--- config.mk ---
export PLATFORM = sky130hd
export DESIGN_NAME = heap_drv_flat
export DESIGN_NICKNAME = d
export VERILOG_FILES = /design/src/rtl/heap_drv_pkg.sv /design/src/rtl/heap_drv_if.sv /design/src/rtl/heap_drv_rsp_fifo.sv /design/src/rtl/heap_drv.sv /design/src/flat_wrapper.sv
export SDC_FILE = /design/constraint.sdc
export NUM_CORES = 1
export LEC_CHECK = 0
export BUFFER_PORTS_ARGS = -buffer_cell sky130_fd_sc_hd__buf_4
export CAP_MARGIN = 20
export CORE_MARGIN = 2
export CORE_UTILIZATION = 50
export CTS_BUF_LIST = sky130_fd_sc_hd__clkbuf_4 sky130_fd_sc_hd__clkbuf_8 sky130_fd_sc_hd__clkbuf_16
export CTS_CLUSTER_SIZE = 14
export DETAILED_ROUTE_END_ITERATION = 10
export PLACE_DENSITY = 0.86
export SYNTH_ARGS = -nofsm -noshare
export SYNTH_HDL_FRONTEND = slang
export SYNTH_SLANG_ARGS = --single-unit
--- constraint.sdc ---
create_clock -name i_clk -period 3.2 [get_ports i_clk]
set_input_delay 0.48 -clock i_clk [delete_from_list [all_inputs] [get_ports i_clk]]
set_output_delay 0.48 -clock i_clk [all_outputs]
set_load 0.01 [all_outputs]
--- src/rtl/heap_drv_pkg.sv ---
// Shared opcodes, tagged-word constants and driver state encoding for the
// heap driver and the linked-memory allocator it controls.
package heap_drv_pkg;

    localparam int unsigned WORD_SZ = 16;

    typedef enum logic [2:0] {
        OP_ALLOC      = 3'd0,
        OP_FREE       = 3'd1,
        OP_ALLOC_FREE = 3'd2,
        OP_READ       = 3'd3,
        OP_WRITE      = 3'd4,
        OP_TAKE       = 3'd5
    } op_e;

    typedef enum logic [1:0] {
        IDLE  = 2'd0,
        TAKE2 = 2'd1,
        HALT  = 2'd2
    } state_e;

    localparam logic [WORD_SZ-1:0] UNDEF    = 16'h0000;
    localparam logic [WORD_SZ-1:0] NIL      = 16'h0001;
    localparam logic [WORD_SZ-1:0] UNIT     = 16'h0004;
    localparam logic [WORD_SZ-1:0] TAG_MASK = 16'hF000;
    localparam logic [WORD_SZ-1:0] TAG_INT  = 16'h8000;

    function automatic logic op_legal(input logic [2:0] op);
        return op <= OP_TAKE;
    endfunction

endpackage

--- src/rtl/heap_drv_if.sv ---
// Command/response handshake between the evaluator core (master) and the
// heap driver (slave).
interface heap_drv_if #(
    parameter int DATA_SZ = 16
);
    logic               i_cmd_valid;
    logic               o_cmd_ready;
    logic [2:0]         i_cmd_op;
    logic [DATA_SZ-1:0] i_cmd_a;
    logic [DATA_SZ-1:0] i_cmd_b;
    logic               o_rsp_valid;
    logic               i_rsp_ready;
    logic [2:0]         o_rsp_op;
    logic [DATA_SZ-1:0] o_rsp_data;

    modport master (
        output i_cmd_valid, i_cmd_op, i_cmd_a, i_cmd_b, i_rsp_ready,
        input  o_cmd_ready, o_rsp_valid, o_rsp_op, o_rsp_data
    );

    modport slave (
        input  i_cmd_valid, i_cmd_op, i_cmd_a, i_cmd_b, i_rsp_ready,
        output o_cmd_ready, o_rsp_valid, o_rsp_op, o_rsp_data
    );
endinterface

--- src/rtl/heap_drv_rsp_fifo.sv ---
// Two-entry {op,data} response queue; an empty queue presents UNDEF data.
module heap_drv_rsp_fifo
    import heap_drv_pkg::*;
#(
    parameter int DATA_SZ = 16
) (
    input  logic               i_clk,
    input  logic               i_rst,
    input  logic               push_i,
    input  logic [2:0]         push_op_i,
    input  logic [DATA_SZ-1:0] push_data_i,
    input  logic               pop_i,
    output logic               valid_o,
    output logic [2:0]         op_o,
    output logic [DATA_SZ-1:0] data_o,
    output logic [1:0]         count_o
);

    logic [2:0]         op_q   [2];
    logic [DATA_SZ-1:0] data_q [2];
    logic               wr_ptr_q;
    logic               rd_ptr_q;
    logic [1:0]         count_q;

    always_ff @(posedge i_clk) begin
        if (i_rst) begin
            wr_ptr_q <= 1'b0;
            rd_ptr_q <= 1'b0;
            count_q  <= 2'd0;
        end else begin
            if (push_i) wr_ptr_q <= ~wr_ptr_q;
            if (pop_i)  rd_ptr_q <= ~rd_ptr_q;
            count_q <= count_q + {1'b0, push_i} - {1'b0, pop_i};
        end
    end

    // NOTE: storage is deliberately left out of reset; count_q alone decides validity.
    always_ff @(posedge i_clk) begin
        if (push_i) begin
            op_q[wr_ptr_q]   <= push_op_i;
            data_q[wr_ptr_q] <= push_data_i;
        end
    end

    assign valid_o = (count_q != 2'd0);
    assign op_o    = valid_o ? op_q[rd_ptr_q]   : 3'd0;
    assign data_o  = valid_o ? data_q[rd_ptr_q] : DATA_SZ'(UNDEF);
    assign count_o = count_q;

    overflow_a: assert property (@(posedge i_clk) disable iff (i_rst)
        !(push_i && !pop_i && count_q == 2'd2));
    underflow_a: assert property (@(posedge i_clk) disable iff (i_rst)
        !(pop_i && count_q == 2'd0));

endmodule

--- src/rtl/heap_drv.sv ---
// Heap command driver: turns handshaked commands into one-cycle allocator
// strobes, sequences TAKE as read-then-free, and queues tagged results.
module heap_drv
    import heap_drv_pkg::*;
#(
    parameter int DATA_SZ   = 16,
    parameter int RSP_DEPTH = 2
) (
    input  logic               i_clk,
    input  logic               i_rst,
    heap_drv_if.slave          bus,
    output logic               o_alloc,
    output logic [DATA_SZ-1:0] o_data,
    input  logic [DATA_SZ-1:0] i_addr,
    output logic               o_free,
    output logic [DATA_SZ-1:0] o_faddr,
    output logic               o_wr,
    output logic [DATA_SZ-1:0] o_waddr,
    output logic [DATA_SZ-1:0] o_wdata,
    output logic               o_rd,
    output logic [DATA_SZ-1:0] o_raddr,
    input  logic [DATA_SZ-1:0] i_rdata,
    input  logic               i_err,
    output logic               o_halt
);

    localparam logic [2:0] DEPTH = 3'(RSP_DEPTH);

    state_e             state_q, state_d;
    logic               halt_q, halt_d;
    logic               pend_v_q, pend_v_d;
    logic [2:0]         pend_op_q, pend_op_d;
    logic [DATA_SZ-1:0] take_addr_q, take_addr_d;

    logic               pop, push, accept, fault;
    logic [1:0]         count;
    logic [2:0]         occ;
    logic [DATA_SZ-1:0] push_data;

    assign pop    = bus.o_rsp_valid && bus.i_rsp_ready;
    assign occ    = {1'b0, count} + {2'b00, pend_v_q};
    assign bus.o_cmd_ready = (state_q == IDLE) && !halt_q && !i_rst && ((occ < DEPTH) || pop);
    assign accept = bus.i_cmd_valid && bus.o_cmd_ready;
    assign fault  = i_err || (accept && !op_legal(bus.i_cmd_op));
    assign push   = pend_v_q && !fault;
    assign o_halt = halt_q;

    // NOTE: every always_comb output gets a default first so no path leaves a latch.
    always_comb begin
        o_alloc = 1'b0;
        o_data  = '0;
        o_free  = 1'b0;
        o_faddr = '0;
        o_wr    = 1'b0;
        o_waddr = '0;
        o_wdata = '0;
        o_rd    = 1'b0;
        o_raddr = '0;
        if (!i_rst && !halt_q) begin
            if (state_q == TAKE2) begin
                o_free  = 1'b1;
                o_faddr = take_addr_q;
            end else if (accept) begin
                case (bus.i_cmd_op)
                    OP_ALLOC:      begin o_alloc = 1'b1; o_data = bus.i_cmd_a; end
                    OP_FREE:       begin o_free = 1'b1; o_faddr = bus.i_cmd_a; end
                    OP_ALLOC_FREE: begin
                        o_alloc = 1'b1; o_data  = bus.i_cmd_a;
                        o_free  = 1'b1; o_faddr = bus.i_cmd_b;
                    end
                    OP_READ:       begin o_rd = 1'b1; o_raddr = bus.i_cmd_a; end
                    OP_WRITE:      begin o_wr = 1'b1; o_waddr = bus.i_cmd_b; o_wdata = bus.i_cmd_a; end
                    OP_TAKE:       begin o_rd = 1'b1; o_raddr = bus.i_cmd_a; end
                    default:       ;
                endcase
            end
        end
    end

    always_comb begin
        state_d     = state_q;
        halt_d      = halt_q;
        pend_v_d    = 1'b0;
        pend_op_d   = pend_op_q;
        take_addr_d = take_addr_q;
        case (state_q)
            IDLE:    if (accept && bus.i_cmd_op == OP_TAKE) begin
                         state_d     = TAKE2;
                         take_addr_d = bus.i_cmd_a;
                     end
            TAKE2:   state_d = IDLE;
            HALT:    state_d = HALT;
            default: state_d = HALT;
        endcase
        if (accept && op_legal(bus.i_cmd_op)) begin
            pend_v_d  = 1'b1;
            pend_op_d = bus.i_cmd_op;
        end
        if (fault) begin
            state_d  = HALT;
            halt_d   = 1'b1;
            pend_v_d = 1'b0;
        end
    end

    always_comb begin
        case (pend_op_q)
            OP_ALLOC, OP_ALLOC_FREE: push_data = i_addr;
            OP_READ, OP_TAKE:        push_data = i_rdata;
            default:                 push_data = DATA_SZ'(UNIT);
        endcase
    end

    // NOTE: sequential state uses non-blocking assignments only, so every register sees pre-edge values.
    always_ff @(posedge i_clk) begin
        if (i_rst) begin
            state_q     <= IDLE;
            halt_q      <= 1'b0;
            pend_v_q    <= 1'b0;
            pend_op_q   <= OP_ALLOC;
            take_addr_q <= '0;
        end else begin
            state_q     <= state_d;
            halt_q      <= halt_d;
            pend_v_q    <= pend_v_d;
            pend_op_q   <= pend_op_d;
            take_addr_q <= take_addr_d;
        end
    end

    heap_drv_rsp_fifo #(.DATA_SZ(DATA_SZ)) u_rsp_fifo (
        .i_clk       (i_clk),
        .i_rst       (i_rst),
        .push_i      (push),
        .push_op_i   (pend_op_q),
        .push_data_i (push_data),
        .pop_i       (pop),
        .valid_o     (bus.o_rsp_valid),
        .op_o        (bus.o_rsp_op),
        .data_o      (bus.o_rsp_data),
        .count_o     (count)
    );

endmodule

--- src/flat_wrapper.sv ---
// flat-port wrapper written by rule: the top's interface ports become plain ports
module heap_drv_flat import heap_drv_pkg::*;
#(
    parameter int DATA_SZ   = 16,
    parameter int RSP_DEPTH = 2
)
  (i_clk, i_rst, o_alloc, o_data, i_addr, o_free, o_faddr, o_wr, o_waddr, o_wdata, o_rd, o_raddr, i_rdata, i_err, o_halt, bus_i_cmd_valid, bus_i_cmd_op, bus_i_cmd_a, bus_i_cmd_b, bus_i_rsp_ready, bus_o_cmd_ready, bus_o_rsp_valid, bus_o_rsp_op, bus_o_rsp_data);
  heap_drv_if #(.DATA_SZ(DATA_SZ)) bus_i ();
  input  logic i_clk;
  input  logic i_rst;
  output logic o_alloc;
  output logic [DATA_SZ-1:0] o_data;
  input  logic [DATA_SZ-1:0] i_addr;
  output logic o_free;
  output logic [DATA_SZ-1:0] o_faddr;
  output logic o_wr;
  output logic [DATA_SZ-1:0] o_waddr;
  output logic [DATA_SZ-1:0] o_wdata;
  output logic o_rd;
  output logic [DATA_SZ-1:0] o_raddr;
  input  logic [DATA_SZ-1:0] i_rdata;
  input  logic i_err;
  output logic o_halt;
  input wire logic [$bits(bus_i.i_cmd_valid)-1:0] bus_i_cmd_valid;
  input wire logic [$bits(bus_i.i_cmd_op)-1:0] bus_i_cmd_op;
  input wire logic [$bits(bus_i.i_cmd_a)-1:0] bus_i_cmd_a;
  input wire logic [$bits(bus_i.i_cmd_b)-1:0] bus_i_cmd_b;
  input wire logic [$bits(bus_i.i_rsp_ready)-1:0] bus_i_rsp_ready;
  output wire logic [$bits(bus_i.o_cmd_ready)-1:0] bus_o_cmd_ready;
  output wire logic [$bits(bus_i.o_rsp_valid)-1:0] bus_o_rsp_valid;
  output wire logic [$bits(bus_i.o_rsp_op)-1:0] bus_o_rsp_op;
  output wire logic [$bits(bus_i.o_rsp_data)-1:0] bus_o_rsp_data;
  assign bus_i.i_cmd_valid = bus_i_cmd_valid;
  assign bus_i.i_cmd_op = bus_i_cmd_op;
  assign bus_i.i_cmd_a = bus_i_cmd_a;
  assign bus_i.i_cmd_b = bus_i_cmd_b;
  assign bus_i.i_rsp_ready = bus_i_rsp_ready;
  assign bus_o_cmd_ready = bus_i.o_cmd_ready;
  assign bus_o_rsp_valid = bus_i.o_rsp_valid;
  assign bus_o_rsp_op = bus_i.o_rsp_op;
  assign bus_o_rsp_data = bus_i.o_rsp_data;
  heap_drv #(.DATA_SZ(DATA_SZ), .RSP_DEPTH(RSP_DEPTH)) u_core (.i_clk(i_clk), .i_rst(i_rst), .bus(bus_i), .o_alloc(o_alloc), .o_data(o_data), .i_addr(i_addr), .o_free(o_free), .o_faddr(o_faddr), .o_wr(o_wr), .o_waddr(o_waddr), .o_wdata(o_wdata), .o_rd(o_rd), .o_raddr(o_raddr), .i_rdata(i_rdata), .i_err(i_err), .o_halt(o_halt));
endmodule
==> flow_summary_export.csv <==
group,metric,value,unit
status,status,"completed",
sta,fin_crit,2.96,ns
global_routing,grt_pass1_vias,3257,
floorplanning,start_util,0.520,
global_routing,track_usage,0.264,
drt,via_per_inst,5.41,
floorplanning,rows,30,
drt,wl_per_cell,16.1,um
cts,clk_pin_slew,0.07,ns
worst_setup_path,worstPathCellList,"nor4_4 -> o211a_1 -> nand2b_1 -> o21ai_0 -> buf_4",
worst_setup_path,rrSetupSlack,0.94,ns
final_layout,diodes,0,
sta,worstMarginPinSlew,0.731,ns
drt,num_vias,3458,
worst_setup_path,worst-setup-path-type,"flop to output port",
power,peakVddDrop,0.381,mV
floorplanning,core-area,6870,um^2
worst_setup_path,cp.depth,5,
yosys,syn_nets,443,
drt,drc_errors,0,
cts,htree_levels,3,
sta,relSlewSlack,0.513,
drt,drt-initial-drc-count,243,
power,power.leakage,2.23,nW
sta,tns,0,ns
sta,setup_viol,0,
global_routing,antenna_found_initial,0,
worst_setup_path,r2r_start,"u_core.state_q[1]",
floorplanning,fp.dieW,88.6,um
global_routing,grt_pass1_wl,15.9,mm
sta,skew,0.0114,ns
sta,period_share,0.925,
worst_setup_path,cp.arrival,2.48,ns
worst_setup_path,regToRegEndpoint,"u_core.u_rsp_fifo.count_o[1]",
final_layout,drive_gt1_frac,0.389,
final_layout,fillers,512,
worst_setup_path,endpoint,"o_faddr[9]",
worst_setup_path,reg2regPathDepth,9,
worst_setup_path,critPathTopFamily,"simple AND/OR/NAND/NOR gates",
floorplanning,num_io_pins,178,
yosys,yosys_register_bits,66,
cts,numCtsBuffers,9,
place,dpl.hpwl,7.55,mm
cts,hold_buffers,0,
final_layout,fin_nets,612,
cts,post-cts-setup-buffers,0,
worst_setup_path,crit_fanout,19,
sta,rsz0062_at_grt,"no",
worst_setup_path,endpoint_kind,"output port",
global_routing,grt-ovfl-total,0,
place,port_buffers,177,
cts,clock-sinks,66,
drt,drtAntennaViolNets,0,
final_layout,syn_to_final_growth,44.1,%
drt,wl,10.3,mm
power,p_total,0.00240,W
worst_setup_path,cp.required,2.72,ns
power,powerDensity,466,nW/um^2
yosys,syn_area_per_cell,9.69,um^2
cts,cts_root_buffer,"clkbuf_8",
drt,dr.pass1.iters,5,
floorplanning,die_h,88.6,um
worst_setup_path,startpoint,"u_core.state_q[1]",
yosys,seq_area_frac_synth,0.476,
cts,post_cts_resized,0,
global_routing,grt_max_degree,34,
worst_hold_path,hold_class,"input pin to flop",
flow_run,cap_violations,0,
yosys,postSynthCellCount,369,
sta,finalMaxSlewViolations,0,
worst_setup_path,crit_buf_inv,1,
cts,clock_latency,0.34,ns
worst_setup_path,cp-start-kind,"flop",
worst_setup_path,max_stage_delay,0.47,ns
worst_setup_path,cpMaxStageDelayCell,"nand2b_1",
sta,hold_viol,0,
floorplanning,fp.dieArea,7840,um^2
cts,ctsLongestPathBuffers,2,
yosys,synth_area_leaders,"edfxtp_1 32%, dfxtp_1 16%, and2_1 12%",
yosys,synth.cell_area,3570,um^2
place,place_congestion,0.819,
cts,cts_tree,"built",
yosys,ys_types,37,
sta,max_freq,338,MHz
yosys,synth_top_area_cell,"edfxtp_1",
yosys,yosysTopAreaCellShare,0.319,
yosys,yosys_warnings,0,
where the power goes:
part	switching [W]	total, W	internal [W]
clock network	0.000323	0.000681	0.000358
logic	0.000402	0.000771	0.000369
registers	0.0000204	0.000948	0.000928
total	0.000746	0.00240	0.00166
synth_stat cells:
cell type / number
o21a_1: 1
and2_1: 67
nor4b_2: 1
o2111ai_1: 1
o21bai_1: 1
o211ai_4: 1
buf_6: 3
nor2_1: 32
nor2b_1: 4
nor3_1: 1
buf_2: 6
nand2b_1: 1
nor4_4: 1
a211oi_1: 1
o211a_1: 2
mux2i_1: 19
nand3b_1: 2
o21ai_0: 34
ha_1: 2
xor2_1: 3
nand2_1: 17
buf_4: 3
inv_1: 6
clkbuf_1: 15
a22oi_1: 16
edfxtp_1: 38
dfxtp_1: 28
nor3_2: 1
and3_1: 1
nor4_1: 2
mux2_2: 1
clkbuf_2: 3
a22o_1: 15
nand3_1: 16
xnor2_1: 2
nor4b_4: 1
a21oi_1: 21
placed cells by master (no fill, tap or decap), types with 2 or more instances in the layout:
cell type,instances
nand3b_1,2
a22o_1,15
and2_1,67
nor2b_1,4
o211a_1,2
nand3_1,16
mux2i_1,19
ha_1,2
inv_1,6
edfxtp_1,38
dfxtp_1,28
nand2_1,17
xnor2_1,2
nor2_1,30
clkbuf_8,9
nor4_1,2
nor2_2,2
clkinv_2,2
a21oi_1,21
o21ai_0,34
xor2_1,3
a22oi_1,16
buf_4,187
state kept, by name, indices dropped and copies added (netlist names), named ones only:
register and count:
u_core.u_rsp_fifo.wr_ptr_q 1, u_core.u_rsp_fifo.rd_ptr_q 1, u_core.pend_v_q 1, u_core.u_rsp_fifo.count_o 2, u_core.state_q 2, u_core.pend_op_q 3, u_core.o_halt 1, u_core.u_rsp_fifo.data_q 32
u_core.take_addr_q 16, u_core.u_rsp_fifo.op_q 6
metrics by stage:
stage	utilization	area, um^2	hold slack [ns]	worst slack (ns)	instances
global route	0.750	5150	0.338	0.0271	639
finish	0.750	5150	0.348	0.240	639
global placement	0.720	4950	0.462	0.501	622
CTS	0.748	5140	0.331	0.251	638
detailed placement	0.720	4950	0.469	0.390	622
floorplan	-	3570	0.454	1.00	369
cell families (layout without fill, tap and decap cells):
| kind of cell | count (synthesis) | in the layout | synth area share |
|---|---|---|---|
| buffers and inverters | 36 | 210 | 0.0504 |
| AND/OR/NAND/NOR | 147 | 147 | 0.230 |
| AO/OA/AOI/OAI | 93 | 93 | 0.168 |
| flip-flops | 66 | 66 | 0.476 |
| adder cells (fa/ha/maj) | 2 | 2 | 0.00700 |
| XOR/XNOR | 5 | 5 | 0.0123 |
| multiplexers | 20 | 20 | 0.0564 |
per-layer routing:
layer	up-vias	GRT usage	routed length [um]
met5	-	0	0
met4	0	0.0702	146
met3	16	0.0700	607
met2	136	0.468	5550
met1	1654	0.319	3980
li1	1652	-	-
worst min path at each step:
| stage | end | from | cells past startpoint |
|---|---|---|---|
| floorplan | u_core.take_addr_q[0] | u_core.take_addr_q[0] | 2 |
| global placement | u_core.take_addr_q[6] | u_core.take_addr_q[6] | 2 |
| detailed placement | u_core.take_addr_q[4] | u_core.take_addr_q[4] | 2 |
| global route | u_core.state_q[0] | i_err | 2 |
| finish | u_core.state_q[0] | i_err | 2 |
| CTS | u_core.pend_v_q | i_err | 2 |
final cells by class:
type                    count  area, um^2  area share
multi-input cells         267        1700       0.330
clock buffers               9         124      0.0241
well taps                  96         120      0.0233
repair buffers            188        1420       0.275
flip-flops and latches     66        1700       0.330
inverters                   6        22.5     0.00437
clock inverters             7        68.8      0.0134
(Power assumes the default switching activity.)
